$ cat config.mk
export PLATFORM = sky130hd
export DESIGN_NAME = block_ram_loader
export DESIGN_NICKNAME = d
export VERILOG_FILES = /design/src/rtl/block_pkg.sv /design/src/rtl/block_raster_ctr.sv /design/src/rtl/block_raster_ctr_wrap_note.sv /design/src/rtl/block_ram_loader.sv
export SDC_FILE = /design/constraint.sdc
export NUM_CORES = 1
export LEC_CHECK = 0
export ABC_AREA = 0
export CAP_MARGIN = 20
export CORE_MARGIN = 8
export CORE_UTILIZATION = 34
export DETAILED_ROUTE_END_ITERATION = 8
export SLEW_MARGIN = 20
export SYNTH_ARGS = -nofsm -noshare
export SYNTH_HDL_FRONTEND = slang
export SYNTH_SLANG_ARGS = --single-unit
$ cat constraint.sdc
create_clock -name clk -period 2.5 [get_ports clk]
set_input_delay 0.75 -clock clk [delete_from_list [all_inputs] [get_ports clk]]
set_output_delay 0.75 -clock clk [all_outputs]
set_load 0.01 [all_outputs]
$ cat src/rtl/block_pkg.sv
// Shared definitions for the tetromino block sprite RAM path:
// sprite geometry, block type encoding and the loader state encoding.
package block_pkg;

    localparam int SPR_SIZE_LOG2 = 5;
    localparam int SPR_PIXELS    = 1 << (2 * SPR_SIZE_LOG2);
    localparam int SID_W         = 4;
    localparam int PIXEL_CD      = 12;

    typedef enum logic [2:0] {
        BLK_I = 3'd0,
        BLK_O = 3'd1,
        BLK_T = 3'd2,
        BLK_S = 3'd3,
        BLK_Z = 3'd4,
        BLK_J = 3'd5,
        BLK_L = 3'd6
    } block_type_e;

    typedef enum logic [1:0] {
        IDLE = 2'd0,
        LOAD = 2'd1,
        FIN  = 2'd2
    } loader_state_e;

endpackage

$ cat src/rtl/block_raster_ctr.sv
// Raster-order row/column/pixel counter for one square sprite; shared by the
// loader and any future readback logic.
module block_raster_ctr
    import block_pkg::*;
#(
    parameter int SIZE_LOG2 = SPR_SIZE_LOG2
) (
    input  logic                   clk,
    input  logic                   reset_i,
    input  logic                   clr_i,
    input  logic                   inc_i,
    output logic [SIZE_LOG2-1:0]   row_o,
    output logic [SIZE_LOG2-1:0]   col_o,
    output logic [2*SIZE_LOG2:0]   count_o,
    output logic                   last_o
);

    logic [SIZE_LOG2-1:0] row_q;
    logic [SIZE_LOG2-1:0] col_q;
    logic [2*SIZE_LOG2:0] count_q;

    // NOTE: sequential state is always assigned with <= so every register
    // samples the pre-edge value of its neighbours, independent of statement order.
    always_ff @(posedge clk) begin
        if (reset_i || clr_i) begin
            row_q   <= '0;
            col_q   <= '0;
            count_q <= '0;
        end else if (inc_i) begin
            col_q   <= col_q + 1'b1;
            count_q <= count_q + 1'b1;
            if (&col_q) begin
                row_q <= row_q + 1'b1;
            end
        end
    end

    assign row_o   = row_q;
    assign col_o   = col_q;
    assign count_o = count_q;
    assign last_o  = (&row_q) && (&col_q);

endmodule

$ cat src/rtl/block_raster_ctr_wrap_note.sv
// Thin alias kept empty of logic: the loader top instantiates block_raster_ctr
// directly; this file only declares the write-address packing helper module.
module block_addr_pack
    import block_pkg::*;
#(
    parameter int SID_W_P   = SID_W,
    parameter int SIZE_LOG2 = SPR_SIZE_LOG2
) (
    input  logic [SID_W_P-1:0]             sid_i,
    input  logic [SIZE_LOG2-1:0]           row_i,
    input  logic [SIZE_LOG2-1:0]           col_i,
    output logic [SID_W_P+2*SIZE_LOG2-1:0] addr_o
);

    // Sprite id in the MSBs, then row, then column in the LSBs.
    assign addr_o = {sid_i, row_i, col_i};

endmodule

$ cat src/rtl/block_ram_loader.sv
// Write-side master for the block sprite RAM: loads one sprite either from a
// valid/ready pixel stream or by flooding it with a constant colour.
module block_ram_loader
    import block_pkg::*;
#(
    parameter int CD        = PIXEL_CD,
    parameter int SID_W     = block_pkg::SID_W,
    parameter int SIZE_LOG2 = SPR_SIZE_LOG2
) (
    input  logic                          clk,
    input  logic                          reset,
    input  logic                          start,
    input  logic [SID_W-1:0]              sid_in,
    input  logic                          fill_en,
    input  logic [CD-1:0]                 fill_color,
    input  logic                          abort,
    input  logic                          s_valid,
    input  logic [CD-1:0]                 s_data,
    output logic                          s_ready,
    output logic                          we,
    output logic [SID_W+2*SIZE_LOG2-1:0]  addr_w,
    output logic [CD-1:0]                 pixel_out,
    output logic                          busy,
    output logic                          done,
    output logic [2*SIZE_LOG2:0]          count
);

    loader_state_e                 state_q;
    logic [SID_W-1:0]              sid_q;
    logic                          fill_q;
    logic [CD-1:0]                 color_q;
    logic                          we_q;
    logic [SID_W+2*SIZE_LOG2-1:0]  addr_q;
    logic [CD-1:0]                 pixel_q;
    logic                          busy_q;
    logic                          done_q;

    logic [SIZE_LOG2-1:0]          row;
    logic [SIZE_LOG2-1:0]          col;
    logic                          last;
    logic                          accept;
    logic                          ctr_clr;
    logic [CD-1:0]                 pixel_d;
    logic [SID_W+2*SIZE_LOG2-1:0]  addr_d;

    // abort outranks acceptance; in fill mode a pixel is taken every LOAD cycle.
    assign accept  = (state_q == LOAD) && !abort && (fill_q || s_valid);
    assign s_ready = (state_q == LOAD) && !abort && !fill_q;
    assign ctr_clr = (state_q == IDLE) && start;
    assign pixel_d = fill_q ? color_q : s_data;

    block_raster_ctr #(
        .SIZE_LOG2 (SIZE_LOG2)
    ) u_ctr (
        .clk     (clk),
        .reset_i (reset),
        .clr_i   (ctr_clr),
        .inc_i   (accept),
        .row_o   (row),
        .col_o   (col),
        .count_o (count),
        .last_o  (last)
    );

    block_addr_pack #(
        .SID_W_P   (SID_W),
        .SIZE_LOG2 (SIZE_LOG2)
    ) u_addr (
        .sid_i  (sid_q),
        .row_i  (row),
        .col_i  (col),
        .addr_o (addr_d)
    );

    always_ff @(posedge clk) begin
        if (reset) begin
            state_q <= IDLE;
            sid_q   <= '0;
            fill_q  <= 1'b0;
            color_q <= '0;
            we_q    <= 1'b0;
            addr_q  <= '0;
            pixel_q <= '0;
            busy_q  <= 1'b0;
            done_q  <= 1'b0;
        end else begin
            we_q   <= 1'b0;
            done_q <= 1'b0;
            unique case (state_q)
                IDLE: begin
                    if (start) begin
                        sid_q   <= sid_in;
                        fill_q  <= fill_en;
                        color_q <= fill_color;
                        busy_q  <= 1'b1;
                        state_q <= LOAD;
                    end
                end
                LOAD: begin
                    if (abort) begin
                        busy_q  <= 1'b0;
                        state_q <= IDLE;
                    end else if (accept) begin
                        we_q    <= 1'b1;
                        addr_q  <= addr_d;
                        pixel_q <= pixel_d;
                        if (last) begin
                            busy_q  <= 1'b0;
                            done_q  <= 1'b1;
                            state_q <= FIN;
                        end
                    end
                end
                FIN: begin
                    state_q <= IDLE;
                end
                default: begin
                    busy_q  <= 1'b0;
                    state_q <= IDLE;
                end
            endcase
        end
    end

    assign we        = we_q;
    assign addr_w    = addr_q;
    assign pixel_out = pixel_q;
    assign busy      = busy_q;
    assign done      = done_q;

endmodule
==> results of run 1 <==
-- cell type report --
class / count / area share (%)
clock buffer: 12 / 3.645
sequential: 69 / 34.70
tap: 105 / 3.300
multi-input combinational: 236 / 35.29
clock inverter: 4 / 1.194
inverter: 3 / 0.2828
timing repair buffer: 88 / 21.59
-- sequential cells by signal, indices dropped and copies added (netlist names) --
register       flops
pixel_out         12
state_q            2
u_ctr.count_o     11
done               1
color_q           12
sid_q              4
fill_q             1
busy               1
u_ctr.col_o        5
u_ctr.row_o        5
addr_w            14
we                 1
-- layer usage --
layer / track usage [%] / vias to the layer above
met2: 22.32 / 77
met3: 5.605 / 4
met5: 0 / -
li1: - / 1361
met1: 17.64 / 1258
met4: 5.474 / 0
-- per-stage QoR --
step                      power, mW  hold slack [ns]  utilization [%]
after global routing          2.408           0.4746            48.21
after CTS                     2.332           0.4577            48.21
after detailed placement      1.435           0.4477            45.95
final                         2.304           0.4554            48.21
after floorplan               1.301           0.4360                -
after global placement        1.430           0.4417            45.95
-- worst min-delay path by stage --
stage                            start                 endpoint  slack, ns
6_report       color_q[5]$_SDFFE_PP0P_  color_q[5]$_SDFFE_PP0P_       0.46
3_5_place_dp   color_q[8]$_SDFFE_PP0P_  color_q[8]$_SDFFE_PP0P_       0.45
3_3_place_gp   color_q[4]$_SDFFE_PP0P_  color_q[4]$_SDFFE_PP0P_       0.44
5_1_grt        color_q[4]$_SDFFE_PP0P_  color_q[4]$_SDFFE_PP0P_       0.47
4_1_cts        color_q[8]$_SDFFE_PP0P_  color_q[8]$_SDFFE_PP0P_       0.46
2_1_floorplan  color_q[0]$_SDFFE_PP0P_  color_q[0]$_SDFFE_PP0P_       0.44
-- power groups by stage --
stage / logic [mW] / clock network [mW] / registers, mW
finish: 0.258 / 0.900 / 1.15
global route: 0.284 / 0.973 / 1.15
CTS: 0.262 / 0.923 / 1.15
detailed placement: 0.263 / 0 / 1.17
global placement: 0.260 / 0 / 1.17
floorplan: 0.130 / 0 / 1.17
-- synth_stat cells (all sizes together) --
library cell / count
nor2: 3
clkbuf: 20
o31ai: 4
dfxtp: 69
ha: 5
inv: 3
or2: 1
or4: 4
nor3: 2
nor4: 7
and3: 2
nor3b: 2
o2111ai: 2
nand3: 34
nand2: 39
or3: 12
o21ai: 24
a211oi: 12
nand4: 3
buf: 11
or3b: 2
mux2i: 22
a21oi: 56
-- kinds of logic after synthesis --
family	Yosys count	synth area share (%)
and+or+nand+nor	111	19.64
DFF	69	47.34
muxes	22	7.547
AOI/OAI and AO/OA	98	18.44
buffers and inverters	34	4.888
adders and majority gates	5	2.144
-- worst max-delay path: stages --
cell	delay, ns
dlygate4sd2_1	0.25
or3b_1	0.39
nor2_1	0.09
buf_2	0.14
==> out/qor.txt, run 1 <==
IO Pins = 75
Detail Route met2 WL = 3752 microns
Critical path class = in2out
Setup Skew = 0.009204 ns
Max cap viols = 0
Flop pwr share = 49.8%
Required @ worst endpoint = 1.75 ns
Hold Crit Class = reg2reg
Leakage = 1.341 nW
Via density = 5.222
Initial core utilization = 35.33%
Syn Inst Count = 339
Post-Syn Nets = 378
Most common cell after layout, fill and taps aside = clkdlybuf4s50_1
Hold path cells = 2
Most frequent cells in the layout = clkdlybuf4s50_1, dfxtp_1, a21oi_1
Routed WL per cell = 15.68 microns
Port bufs = 74
Top area cells in the synthesized netlist = dfxtp_1, a21oi_1, mux2i_1
Clk_lat worst skew = 0.35 ns
Reg2Reg Depth = 4
Status = complete, no violations
Synth top area share = 47.34%
Die X = 108.6 microns
Initial DRC count = 153
Placement row count = 33
Pre-CTS setup slack = -0.4496 ns
Share of cells above drive strength 1 = 8.738%
Multi-input logic area = 1405 sq um
Setup bufs post-CTS = 0
Switching Share = 24.66%
DRC Markers = 0
Drt total wl = 8104 microns
Unique cell type count in the Yosys netlist = 30
Synthesis Warnings = 0
Die Y = 108.6 microns
CTS root buf = clkbuf_8
GRT overflow = 0
Avg Cell Area, Syn = 8.607 sq um
Antenna-violating nets left = 0
Worst Setup End Kind = output pin
Via count = 2700
H-tree levels = 3
CTS tree = built
Worst setup endpoint = s_ready
Antenna violations before repair = 0
Met1 WL = 3674 microns
TritonCTS buffer count = 9
Die ar. = 11800 sq um
Critical path origin = abort
Diode count = 0
Register area share after synthesis = 47.34%
Final Instance Area = 3981 sq um
Synthesis-stage register bit count = 69
PD cells = 578.7 nW/um^2
Reg2reg start = state_q[0]$_SDFFE_PP0P_
Psw = 0.5681 mW
RSZ-0062 raised after global routing = false
Drt pass-1 iters = 4
Post-CTS Hold Buffers = 0
Tmin final = 2.363 ns
Nature of the critical path startpoint = primary input
Max VDD drop = 263.3 uV
Reg-to-Reg End = u_ctr.count_o[6]$_SDFFE_PP0N_
Gr usage total = 14.38%
DPL Wire Length = 5557 microns
Post-DP Area = 3795 sq um
Fin Setup TNS = 0 ns
# placed instances = 501
Clock power frac = 39.1%
Layout area overhead = 36.45%
Final Cycle Share = 94.50%
Tightest Pin Transition = 0.6248 ns
# resized after CTS = 5
Final setup margin = 0.1375 ns
Clk buf depth = 2
Comb power frac = 11.2%
Arrival time worst endpoint = 1.61 ns
DR top layer = met4
Synthesized area = 2918 sq um
Register area = 1381 sq um
Met3 WL = 639 microns
Vias in the first global route = 2705
First-pass GRT wire length = 13520 microns
Pin count of the biggest net entering global routing = 44
Final Wtd Congestion = 0.7497
Slew headroom = 58.35%
# fillers = 831
# clock sinks = 69
Internal power = 1.736 mW
Core Area = 8258 sq um
Peak fanout along the critical path = 2
Post-layout net count = 446
Final hold vios = 0
Final setup violation count = 0
CTS clk-pin slew, worst paths = 0.07 ns
Final-report max-slew violation count = 0
Largest area contributor in the netlist = dfxtp_1
Final cell count without fillers = 517
Reg-to-reg setup timing slack = 0.64 ns
Max Fclk = 423.3 MHz
(Power assumes the default switching activity.)
==> inputs of run 2 (changes only) <==
- REMOVE_ABC_BUFFERS: not set -> 1
==> run 2 against run 1 <==
Compared with the run above: die area stayed put; largest cell class unchanged; core utilization is 1.6 points higher; critical path type unchanged; first-iteration DRC count is 16% lower.
==> out/qor.txt, run 2 (synthesized netlist as in run 1, its figures left out) <==
Status = complete, no violations
H-tree levels = 3 (unchanged)
Final-report max-slew violation count = 0 (unchanged)
Final hold vios = 0 (unchanged)
# fillers = 794 (-4.5%)
Initial core utilization = 35.33% (unchanged)
IO Pins = 75 (unchanged)
Leakage = 1.402 nW (+4.6%)
Critical path class = in2out
Slew headroom = 64.84% (+6.5 points)
Die X = 108.6 microns (unchanged)
Max VDD drop = 409.4 uV (+55%)
Core Area = 8258 sq um (unchanged)
Via count = 2697 (-0.11%)
Antenna violations before repair = 1 (+1)
Most common cell after layout, fill and taps aside = clkdlybuf4s50_1
Final Cycle Share = 94.83% (+0.33 points)
Peak fanout along the critical path = 2 (unchanged)
CTS clk-pin slew, worst paths = 0.07 ns (about the same)
Drt total wl = 7900 microns (-2.5%)
DPL Wire Length = 5485 microns (-1.3%)
Met1 Use GR = 17.99% (+0.36 points)
Number of flip-flops in the largest register = 14 (unchanged)
Initial DRC count = 129 (-16%)
Nature of the critical path startpoint = primary input
Arrival time worst endpoint = 1.62 ns (about the same)
Placement row count = 33 (unchanged)
PD cells = 659.0 nW/um^2 (+14%)
Layout area overhead = 40.87%
Pin count of the biggest net entering global routing = 44 (unchanged)
Hold Crit Class = reg2reg
Multi-input logic area = 1405 sq um (unchanged)
GRT overflow = 0 (unchanged)
Post-CTS Hold Buffers = 0 (unchanged)
Final setup violation count = 0 (unchanged)
Final Instance Area = 4110 sq um (+3.2%)
DRC Markers = 0 (unchanged)
Routed WL per cell = 15.19 microns (-3.1%)
Die Y = 108.6 microns (unchanged)
Gr usage total = 14.10% (-0.28 points)
Final cell count without fillers = 520 (+0.58%)
GR Util met2 = 21.67% (-0.65 points)
Final Core Density = 49.77% (+1.6 points)
Die ar. = 11800 sq um (unchanged)
Clk_lat worst skew = 0.34 ns (about the same)
Antenna-violating nets left = 0 (unchanged)
Tightest Pin Transition = 0.5269 ns (-0.09787 ns)
Most frequent cells in the layout = clkdlybuf4s50_1, dfxtp_1, a21oi_1
RSZ-0062 raised after global routing = false
Via density = 5.187 (-0.69%)
Worst Setup End Kind = output pin
Clk buf depth = 2 (unchanged)
Gr busiest metal = met2
Final Wtd Congestion = 0.7591 (+1.3%)
Max Fclk = 421.8 MHz (-0.35%)
Required @ worst endpoint = 1.75 ns (about the same)
Register area = 1381 sq um (unchanged)
Setup Skew = 0.006121 ns (-0.003083 ns)
GR Util met3 = 4.484% (-1.1 points)
Diode count = 0 (unchanged)
Drt pass-1 iters = 4 (unchanged)
Post-layout net count = 449 (+0.67%)
Port bufs = 74 (unchanged)
Tmin final = 2.371 ns (+0.008185 ns)
# placed instances = 504 (+0.60%)
TritonCTS buffer count = 9 (unchanged)
Vias in the first global route = 2802 (+3.6%)
CTS tree = built
Post-DP Area = 3830 sq um (+0.92%)
First-pass GRT wire length = 13580 microns (+0.41%)
Max cap viols = 0 (unchanged)
CTS root buf = clkbuf_8
Share of cells above drive strength 1 = 9.639% (+0.90 points)
# clock sinks = 69 (unchanged)
[run 2: power breakdown]
part           total [mW]  internal [mW]  switching (mW)
logic               0.265          0.129           0.136
clock network        1.30          0.867           0.431
registers            1.14           1.13          0.0177
total                2.71           2.12           0.585
[run 2: metal layers]
layer / share of wire, % / wire (microns) / vias to the layer above
met4: 1.0 / 82 / 2
met3: 6.8 / 540 / 11
li1: - / - / 1364
met2: 44 / 3481 / 74
met5: 0.15 / 12 / -
met1: 48 / 3782 / 1246
[run 2: final cells by class]
cell class	instances	area share, %
multi-input cells	236	34.19
flip-flops and latches	69	33.61
inverters	3	0.2740
repair buffers	91	21.77
well taps	105	3.196
clock buffers	10	3.105
clock inverters	6	3.866
[run 2: per-stage QoR]
step	hold slack (ns)	worst slack (ns)	setup TNS [ns]	power, mW
after floorplan	0.4300	-0.005772	-0.005772	1.275
after global placement	0.4419	-0.4421	-0.6607	1.437
after detailed placement	0.4461	-0.4402	-0.7709	1.440
after CTS	0.4564	0.1212	0	2.734
after global routing	0.4698	0.09992	0	2.800
final	0.4549	0.1293	0	2.709
[run 2: repair_timing]
item | CTS | global route
buffers inserted | 0 | 0
setup endpoints to repair | 1 | 0
resized for setup | 5 | 0
[run 2: final timing paths]
| path | startpoint | to | slack, ns | depth (start not counted) |
|---|---|---|---|---|
| worst max-delay path | abort | s_ready | 0.13 | 4 |
| worst max register to register | state_q[0]$_SDFFE_PP0P_ | u_ctr.count_o[6]$_SDFFE_PP0N_ | 0.68 | 4 |
| worst min register to register | color_q[4]$_SDFFE_PP0P_ | color_q[4]$_SDFFE_PP0P_ | 0.45 | 2 |
| worst min-delay path | color_q[4]$_SDFFE_PP0P_ | color_q[4]$_SDFFE_PP0P_ | 0.45 | 2 |
[run 2: worst max-delay path: stages]
cell,delay (ns)
dlygate4sd2_1,0.24
or3b_1,0.39
nor2_1,0.11
buf_2,0.14
==> inputs of run 3 (changes only) <==
- CTS_CLUSTER_DIAMETER: not set -> 80
- TNS_END_PERCENT: not set -> 50
==> results of run 3 <==
Final layout, timing and power as in run 2 (identical DEF).
